**src/rtl/dmem_arbiter_pkg.sv**
```systemverilog
// Shared state encodings, owner constants and the tie-break rule for the
// data-memory arbiter.
package dmem_arbiter_pkg;

    typedef enum logic [1:0] {
        ARB_IDLE = 2'd0,
        ARB_ACC  = 2'd1,
        ARB_RESP = 2'd2
    } arb_state_e;

    localparam logic ARB_CPU = 1'b0;
    localparam logic ARB_DBG = 1'b1;
    localparam int   CNT_W   = 4;

    // On a tie the port that did not win the previous grant takes this one.
    function automatic logic arb_pick(
        input logic cpu_req,
        input logic dbg_req,
        input logic last_owner
    );
        logic win;
        if (cpu_req && dbg_req) begin
            win = ~last_owner;
        end else if (dbg_req) begin
            win = ARB_DBG;
        end else begin
            win = ARB_CPU;
        end
        return win;
    endfunction

endpackage

```
**src/rtl/dmem_arbiter.sv**
```systemverilog
// Shares one fixed-latency data-memory port between the CPU mem stage and the
// debug/loader port; every access is IDLE (grant) -> ACC (MEM_LAT cycles) -> RESP.
module dmem_arbiter
    import dmem_arbiter_pkg::*;
#(
    parameter int ADDR_W  = 8,
    parameter int DATA_W  = 32,
    parameter int MEM_LAT = 1
) (
    input  logic              clk,
    input  logic              rst,
    input  logic              cpu_read_i,
    input  logic              cpu_write_i,
    input  logic [ADDR_W-1:0] cpu_addr_i,
    input  logic [DATA_W-1:0] cpu_wdata_i,
    output logic [DATA_W-1:0] cpu_rdata_o,
    output logic              cpu_done_o,
    output logic              cpu_stall_o,
    input  logic              dbg_req_i,
    input  logic              dbg_we_i,
    input  logic [ADDR_W-1:0] dbg_addr_i,
    input  logic [DATA_W-1:0] dbg_wdata_i,
    output logic [DATA_W-1:0] dbg_rdata_o,
    output logic              dbg_ack_o,
    output logic              mem_read_o,
    output logic              mem_write_o,
    output logic [ADDR_W-1:0] mem_addr_o,
    output logic [DATA_W-1:0] mem_data_o,
    input  logic [DATA_W-1:0] mem_data_i,
    output logic [1:0]        arb_state_o
);

    localparam logic [CNT_W-1:0] LAT_LAST = CNT_W'(MEM_LAT - 1);

    arb_state_e        r_state;
    arb_state_e        w_next_state;
    logic [CNT_W-1:0]  r_cnt;
    logic              r_owner;
    logic              r_last_owner;
    logic              r_cmd_we;
    logic [ADDR_W-1:0] r_cmd_addr;
    logic [DATA_W-1:0] r_cmd_wdata;
    logic [DATA_W-1:0] r_cpu_rdata;
    logic [DATA_W-1:0] r_dbg_rdata;

    logic              w_cpu_req;
    logic              w_grant;
    logic              w_winner;
    logic              w_acc_last;

    // A CPU request with both strobes high is treated as a write.
    assign w_cpu_req  = cpu_read_i | cpu_write_i;
    assign w_grant    = (r_state == ARB_IDLE) && (w_cpu_req || dbg_req_i);
    assign w_winner   = arb_pick(w_cpu_req, dbg_req_i, r_last_owner);
    assign w_acc_last = (r_state == ARB_ACC) && (r_cnt == '0);

    always_ff @(posedge clk) begin
        if (!rst) begin
            r_state <= ARB_IDLE;
        end else begin
            r_state <= w_next_state;
        end
    end

    always_comb begin
        w_next_state = r_state;
        case (r_state)
            ARB_IDLE: begin
                if (w_grant) begin
                    w_next_state = ARB_ACC;
                end
            end
            ARB_ACC: begin
                if (r_cnt == '0) begin
                    w_next_state = ARB_RESP;
                end
            end
            ARB_RESP: begin
                w_next_state = ARB_IDLE;
            end
            default: begin
                w_next_state = ARB_IDLE;
            end
        endcase
    end

    // Command capture, latency counter and per-port read-data holding registers.
    always_ff @(posedge clk) begin
        if (!rst) begin
            r_cnt        <= '0;
            r_owner      <= ARB_CPU;
            r_last_owner <= ARB_DBG;
            r_cmd_we     <= 1'b0;
            r_cmd_addr   <= '0;
            r_cmd_wdata  <= '0;
            r_cpu_rdata  <= '0;
            r_dbg_rdata  <= '0;
        end else begin
            if (w_grant) begin
                r_owner      <= w_winner;
                r_last_owner <= w_winner;
                r_cnt        <= LAT_LAST;
                if (w_winner == ARB_DBG) begin
                    r_cmd_we    <= dbg_we_i;
                    r_cmd_addr  <= dbg_addr_i;
                    r_cmd_wdata <= dbg_wdata_i;
                end else begin
                    r_cmd_we    <= cpu_write_i;
                    r_cmd_addr  <= cpu_addr_i;
                    r_cmd_wdata <= cpu_wdata_i;
                end
            end else if ((r_state == ARB_ACC) && (r_cnt != '0)) begin
                r_cnt <= r_cnt - CNT_W'(1);
            end

            if (w_acc_last && !r_cmd_we) begin
                if (r_owner == ARB_DBG) begin
                    r_dbg_rdata <= mem_data_i;
                end else begin
                    r_cpu_rdata <= mem_data_i;
                end
            end
        end
    end

    always_comb begin
        mem_read_o  = 1'b0;
        mem_write_o = 1'b0;
        mem_addr_o  = '0;
        mem_data_o  = '0;
        cpu_done_o  = 1'b0;
        dbg_ack_o   = 1'b0;
        case (r_state)
            ARB_ACC: begin
                mem_read_o  = ~r_cmd_we;
                mem_write_o = r_cmd_we;
                mem_addr_o  = r_cmd_addr;
                mem_data_o  = r_cmd_we ? r_cmd_wdata : '0;
            end
            ARB_RESP: begin
                cpu_done_o = (r_owner == ARB_CPU);
                dbg_ack_o  = (r_owner == ARB_DBG);
            end
            default: begin
            end
        endcase
    end

    assign cpu_stall_o = w_cpu_req & ~cpu_done_o;
    assign cpu_rdata_o = r_cpu_rdata;
    assign dbg_rdata_o = r_dbg_rdata;
    assign arb_state_o = r_state;

endmodule

```
**config.mk**
```make
export PLATFORM = sky130hd
export DESIGN_NAME = dmem_arbiter
export DESIGN_NICKNAME = d
export VERILOG_FILES = /design/src/rtl/dmem_arbiter_pkg.sv /design/src/rtl/dmem_arbiter.sv
export SDC_FILE = /design/constraint.sdc
export NUM_CORES = 1
export LEC_CHECK = 0
export BUFFER_PORTS_ARGS = -buffer_cell sky130_fd_sc_hd__buf_4
export CAP_MARGIN = 0
export CORE_MARGIN = 8
export CORE_UTILIZATION = 40
export CTS_CLUSTER_DIAMETER = 50
export DETAILED_ROUTE_END_ITERATION = 10
export GPL_TIMING_DRIVEN = 1
export PLACE_DENSITY_LB_ADDON = 0.2
export SLEW_MARGIN = 10
export SYNTH_ARGS = -nofsm -noshare
export SYNTH_HDL_FRONTEND = slang
export SYNTH_SLANG_ARGS = --single-unit
export TNS_END_PERCENT = 1
```
**constraint.sdc**
```tcl
create_clock -name clk -period 1.6 [get_ports clk]
set_input_delay 0.32 -clock clk [delete_from_list [all_inputs] [get_ports clk]]
set_output_delay 0.32 -clock clk [all_outputs]
set_load 0.1 [all_outputs]
```
==> results by group, run 1 <==
Timing
  – FMAX: 545 MHz
  – RSZ-0062 raised after global routing: true
  – Fin Hold WS: 0.206 ns
  – Final hold violation count: 0
  – Max_slew headroom: 0.508
  – Final number of setup-violating endpoints: 106
  – Final Max Slew Viols: 0
  – Crit path time final: 1.84 ns
  – Period utilization: 1.15
  – Clock Skews: 0.00956 ns
  – Setup TNS: -14.25 ns
  – Final setup margin: -0.236 ns
  – Slew @ Worst Pin: 0.737 ns

Finish
  – Layout cells sized above 1: 0.406
  – Filler instances: 1047
  – Area grow syn2layout: 58.8%
  – Layout Nets: 953
  – Area of the multi-input gates: 0.00304 sq mm
  – Antenna Cells: 0
  – FF+latch area: 0.00227 sq mm
  – Post-Layout Inst Area: 0.00868 sq mm

Power and ir drop
  – Sequential share of power: 0.346
  – Gate power share: 0.261
  – Max VDD drop: 0.000668 V
  – Leak: 0.00393 uW
  – Clock power share: 0.393
  – Switch Pwr: 2960 uW
  – Pwr Density: 1050 mW/mm^2
  – Sw Ratio: 0.324
  – Internal: 6170 uW
  – Overall power: 9140 uW

Clocking
  – Clock sink count: 113
  – Num CTS Buffers: 17
  – Clock H-tree levels: 4
  – Root Buffer: clkbuf_16
  – Hold_buf cts: 0
  – CTS Buffer Depth: 2
  – CTS tree: built
  – Worst skew pair latency: 0.40 ns
  – Clk slew on worst S/H paths: 0.05 ns

Die
  – Die area: 0.0177 sq mm
  – Num ports: 229
  – Die width: 133 microns
  – Core area: 0.0133 sq mm
  – Initial Util: 0.411
  – Die Ht: 133 microns
  – Row cnt: 42

Routing
  – Antenna-violating nets left: 0
  – Wire per inst: 17.7 microns
  – DRC Markers: 0
  – Final WL: 18.1 mm
  – Drt first pass iters: 5
  – Via count: 5387
  – Initial DRC count: 279
  – Vias per Instance: 5.27

Logic synthesis
  – Synth Instances: 623
  – Synth warn: 0
  – Post-synth top area cell: dfxtp_1
  – Post-synthesis sequential area ratio: 0.414
  – Net Count, Synth: 742
  – Post-synth top area share: 0.414
  – Yosys reg bits: 113
  – Dominant cells by area after synthesis: dfxtp_1, mux2i_1, o211ai_1, nand2_1, a22o_1
  – Mapped cell area: 0.00546 sq mm
  – Yosys cell types: 35
  – Avg Cell Area, Syn: 8.77 sq um

Placed design
  – Post-place setup slack: -0.200 ns
  – Gpl congestion: 0.774
  – Final HPWL DP: 12.9 mm
  – Placed cell area: 0.00750 sq mm
  – IO Port Bufs: 228

Global route
  – Total congestion overflow: 0
  – Vias in the first global route: 5777
  – Largest net degree at the start of global routing: 103
  – First-pass GRT wire length: 29.5 mm
  – Antenna violations before repair: 0
  – GRT Overall Usage: 0.202

Setup path
  – Worst path arrival time: 1.52 ns
  – Crit path launch type: flop
  – Slowest CP cell: dfxtp_4
  – Crit path max fanout: 30
  – Ordered cell list for the critical path: nor2b_4 -> buf_12 -> and3_2 -> buf_12
  – CP dominant cell by count: buf_12
  – Crit-path max cell delay: 0.34 ns
  – Worst Path Class, Setup: flop to output pin
  – Worst reg2reg path depth: 6
  – WP data required: 1.28 ns
  – Endpoint class of the critical path: output pin

Min path
  – Hold path depth: 3
  – Hold/Removal Path Class: primary input to flop

Run
  – Max Cap Viol: 0

Run status
  – Violated checks: negative setup slack
  – Status: finished, violations left
[synthesized netlist by cell type, drive strengths merged]
cell type,n
and3,33
nand3,2
o211ai,80
or2,1
or3b,1
or3,2
clkbuf,48
a32o,1
o21a,2
o311ai,1
a21boi,1
dfxtp,113
buf,15
nand4b,1
o22ai,1
a21oi,4
nand2b,42
nand2,137
nor3b,4
nor2b,1
a311oi,1
inv,4
nor2,2
a22o,41
ha,1
o21ai,6
nor3,1
or4,1
and2,10
and3b,1
mux2i,64
nor4,1
[worst paths after layout]
path	start	endpoint	slack [ns]
setup / recovery	arb_state_o[0]$_SDFFE_PN0P_	mem_data_o[26]	-0.24
hold / removal	mem_data_i[20]	dbg_rdata_o[20]$_SDFFE_PN0P_	0.21
setup reg to reg	r_cnt[0]$_SDFFE_PP0P_	cpu_rdata_o[4]$_SDFFE_PN0P_	-0.14
hold reg to reg	cpu_rdata_o[24]$_SDFFE_PN0P_	cpu_rdata_o[24]$_SDFFE_PN0P_	0.46
[metrics by stage]
step	util	std cells
after floorplan	-	623
after global placement	0.564	991
after detailed placement	0.564	991
after CTS	0.652	1023
after global routing	0.653	1023
final	0.653	1023
[placed cells by master, fill, tap and decap left out, drive strengths merged, types with 2 or more instances in the layout]
cell / Yosys / layout
mux2i: 64 / 64
dfxtp: 113 / 113
o211ai: 80 / 80
clkinvlp: 0 / 4
clkbuf: 48 / 19
a22o: 41 / 41
clkinv: 0 / 5
o21ai: 6 / 6
or3: 2 / 2
nand2: 137 / 137
o21a: 2 / 2
nand3: 2 / 2
and2: 10 / 10
a21oi: 4 / 4
buf: 15 / 255
nor3b: 4 / 4
nand2b: 42 / 42
and3: 33 / 33
bufinv: 0 / 2
inv: 4 / 6
nor2: 2 / 2
[sequential cells by signal, summed over array words and instances (netlist names)]
signal,flops
arb_state_o,2
cpu_rdata_o,32
dbg_rdata_o,32
r_cmd_addr,8
r_cmd_wdata,32
r_cmd_we,1
r_cnt,4
r_last_owner,1
r_owner,1
[kinds of logic after synthesis]
kind of cell | count (synthesis) | share of synthesized area
AOI/OAI and AO/OA | 138 | 0.195
adders and majority gates | 1 | 0.00229
buffers and inverters | 67 | 0.0543
DFF | 113 | 0.414
muxes | 64 | 0.117
and+or+nand+nor | 240 | 0.217
[area by class of cell]
class | instances | area share
inverters | 4 | 0.00173
clock inverters | 13 | 0.0159
multi-input cells | 443 | 0.350
clock buffers | 19 | 0.0499
flip-flops and latches | 113 | 0.262
well taps | 176 | 0.0254
repair buffers | 255 | 0.295
[critical path, delay by kind of cell (launching register included)]
kind / cells / cell delay [ns]
simple gates: 2 / 0.41
flops: 1 / 0.34
buf+inv: 2 / 0.35
[timing repair]
item	in CTS	in global routing
setup buffers	0	0
cloned	0	0
endpoints found under the hold margin	0	0
pin swaps	3	1
resized for setup	145	3
endpoints found under the setup margin	138	152
[layer usage]
metal | track usage | wire length, microns
met2 | 0.337 | 8720
met4 | 0.0732 | 227
met1 | 0.235 | 7670
met5 | 0 | 0
met3 | 0.0670 | 1480
[power groups by stage]
stage	clock network [uW]	registers [uW]	logic [uW]
3_5_place_dp	0	3210	2290
3_3_place_gp	0	3200	2240
5_1_grt	3790	3180	2520
4_1_cts	3670	3160	2390
2_1_floorplan	0	3760	1030
6_report	3590	3160	2380
Note: power is estimated with default switching activity, not from simulation.
==> inputs of run 2 (changes only) <==
--- a/config.mk
+++ b/config.mk
@@ -8,7 +8,7 @@
 export BUFFER_PORTS_ARGS = -buffer_cell sky130_fd_sc_hd__buf_4
 export CAP_MARGIN = 0
 export CORE_MARGIN = 8
-export CORE_UTILIZATION = 40
+export CORE_UTILIZATION = 44
 export CTS_CLUSTER_DIAMETER = 50
 export DETAILED_ROUTE_END_ITERATION = 10
 export GPL_TIMING_DRIVEN = 1
==> results by group, run 2 (same netlist as run 1, synthesis figures left out) <==
Run status
  – Status: finished, violations left
  – Violated checks: negative setup slack

Power and ir drop
  – Gate power share: 0.256
  – Leak: 0.00396 uW
  – Switch Pwr: 2930 uW
  – Sequential share of power: 0.339
  – Max VDD drop: 0.000745 V
  – Pwr Density: 1070 mW/mm^2
  – Sw Ratio: 0.315
  – Clock power share: 0.405
  – Internal: 6390 uW

Global route
  – First-pass GRT wire length: 28.1 mm
  – Largest net degree at the start of global routing: 88
  – Total congestion overflow: 0
  – Vias in the first global route: 5592
  – Antenna violations before repair: 0
  – GRT Overall Usage: 0.213

Routing
  – DRC Markers: 0
  – Via count: 5384
  – Drt first pass iters: 5
  – Wire per inst: 17.3 microns
  – Initial DRC count: 366
  – Vias per Instance: 5.29
  – Antenna-violating nets left: 0
  – Final WL: 17.6 mm

Die
  – Die width: 127 microns
  – Initial Util: 0.453
  – Die area: 0.0162 sq mm
  – Core area: 0.0121 sq mm
  – Num ports: 229
  – Die Ht: 127 microns
  – Row cnt: 40

Placed design
  – Final HPWL DP: 12.6 mm
  – Gpl congestion: 0.787
  – IO Port Bufs: 228
  – Placed cell area: 0.00753 sq mm
  – Placed cell count: 986

Finish
  – Area of the multi-input gates: 0.00304 sq mm
  – Layout Nets: 956
  – Antenna Cells: 0
  – Post-Layout Inst Area: 0.00873 sq mm
  – Layout cells sized above 1: 0.407
  – Most frequent cells in the layout: buf_4, nand2_1, dfxtp_1, o211ai_1, mux2i_1
  – Fin cells: 1018
  – Area grow syn2layout: 59.9%
  – FF+latch area: 0.00227 sq mm
  – Filler instances: 839
  – Most common cell after layout, fill and taps aside: buf_4

Clocking
  – CTS Buffer Depth: 2
  – Clock sink count: 113
  – Post-CTS setup buffers: 0
  – Worst skew pair latency: 0.40 ns
  – CTS tree: built
  – Root Buffer: clkbuf_16
  – Clock H-tree levels: 4
  – Hold_buf cts: 0
  – Num CTS Buffers: 17
  – Clk slew on worst S/H paths: 0.05 ns

Run
  – Max Cap Viol: 0

Setup path
  – WP data required: 1.28 ns
  – Critical Path Start: arb_state_o[0]$_SDFFE_PN0P_
  – Worst path top cell family by delay: simple AND/OR/NAND/NOR gates
  – Crit path launch type: flop
  – Reg-to-Reg Start: r_cnt[0]$_SDFFE_PP0P_
  – Buf/Inv on CP: 2
  – Endpoint class of the critical path: output pin
  – Worst Path Class, Setup: flop to output pin
  – Slowest CP cell: dfxtp_4
  – Ordered cell list for the critical path: nor2b_4 -> buf_6 -> and3_2 -> buf_12
  – Worst path arrival time: 1.51 ns
  – FF-to-FF setup slack: -0.15 ns
  – Worst reg2reg path depth: 6
  – Crit path max fanout: 18
  – Crit-path max cell delay: 0.34 ns
  – Worst flop-to-flop path endpoint: cpu_rdata_o[1]$_SDFFE_PN0P_

Min path
  – Hold path start: mem_data_i[14]
  – Hold/Removal Path Class: primary input to flop
  – WHS Endpoint: dbg_rdata_o[14]$_SDFFE_PN0P_
  – Hold path depth: 3

Timing
  – Final number of setup-violating endpoints: 77
  – Max_slew headroom: 0.741
  – Period utilization: 1.14
  – Crit path time final: 1.83 ns
  – Clock Skews: 0.00719 ns
  – RSZ-0062 raised after global routing: true
  – Slew @ Worst Pin: 0.388 ns
  – FMAX: 546 MHz
  – Final hold violation count: 0
  – Final setup margin: -0.231 ns
  – Final Max Slew Viols: 0
-- run 2: changes by cell type in the layout (fill, tap and decap cells not counted), sizes merged --
| cell | before | now |
|---|---|---|
| inv | 6 | 5 |
| buf | 255 | 258 |
| bufinv | 2 | 3 |
-- run 2: per-stage QoR --
step	hold WS, ns	utilization	setup TNS [ns]	total power (uW)	setup WS [ns]
after detailed placement	0.450	0.624	-6.11	5500	-0.218
after global placement	0.445	0.624	-2.81	5460	-0.0903
final	0.201	0.724	-12.15	9320	-0.231
after CTS	0.184	0.724	-13.24	9410	-0.248
after global routing	0.191	0.724	-18.12	9690	-0.300
after floorplan	0.440	-	-42.89	4790	-0.658
-- run 2: final cells by class --
class / count / area share
clock buffer: 19 / 0.0507
clock inverter: 13 / 0.0185
inverter: 4 / 0.00172
multi-input combinational: 443 / 0.348
sequential: 113 / 0.260
tap: 168 / 0.0241
timing repair buffer: 258 / 0.297
-- run 2: worst max path at each step --
stage / end / slack (ns) / depth (start not counted)
finish: mem_data_o[30] / -0.23 / 4
floorplan: dbg_rdata_o[10]$_SDFFE_PN0P_ / -0.66 / 4
global placement: cpu_rdata_o[1]$_SDFFE_PN0P_ / -0.09 / 6
global route: mem_data_o[30] / -0.30 / 4
CTS: mem_data_o[30] / -0.25 / 4
detailed placement: cpu_rdata_o[1]$_SDFFE_PN0P_ / -0.22 / 6
-- run 2: what timing repair did --
action,4_1_cts,5_1_grt
pin swaps,3,1
resized for setup,146,1
setup endpoints to repair,109,109
endpoints found under the hold margin,0,0
cloned,0,0
-- run 2: metal layers --
metal,GRT usage,vias to the layer above,part of all wire
met5,0,-,0
met4,0.0749,0,0.015
met3,0.0840,17,0.098
met2,0.362,229,0.48
met1,0.237,2483,0.41
li1,-,2655,-
-- run 2: power groups by stage --
stage / clock, uW / sequential (uW) / combinational, uW
6_report: 3770 / 3160 / 2390
2_1_floorplan: 0 / 3760 / 1030
3_5_place_dp: 0 / 3210 / 2290
3_3_place_gp: 0 / 3210 / 2250
5_1_grt: 3990 / 3180 / 2520
4_1_cts: 3860 / 3160 / 2390
-- run 2: tightest hold or removal path: cells and delay by family --
family,cells,cell delay [ns]
and+or+nand+nor,1,0.05
buffers and inverters,1,0.08
muxes,1,0.11
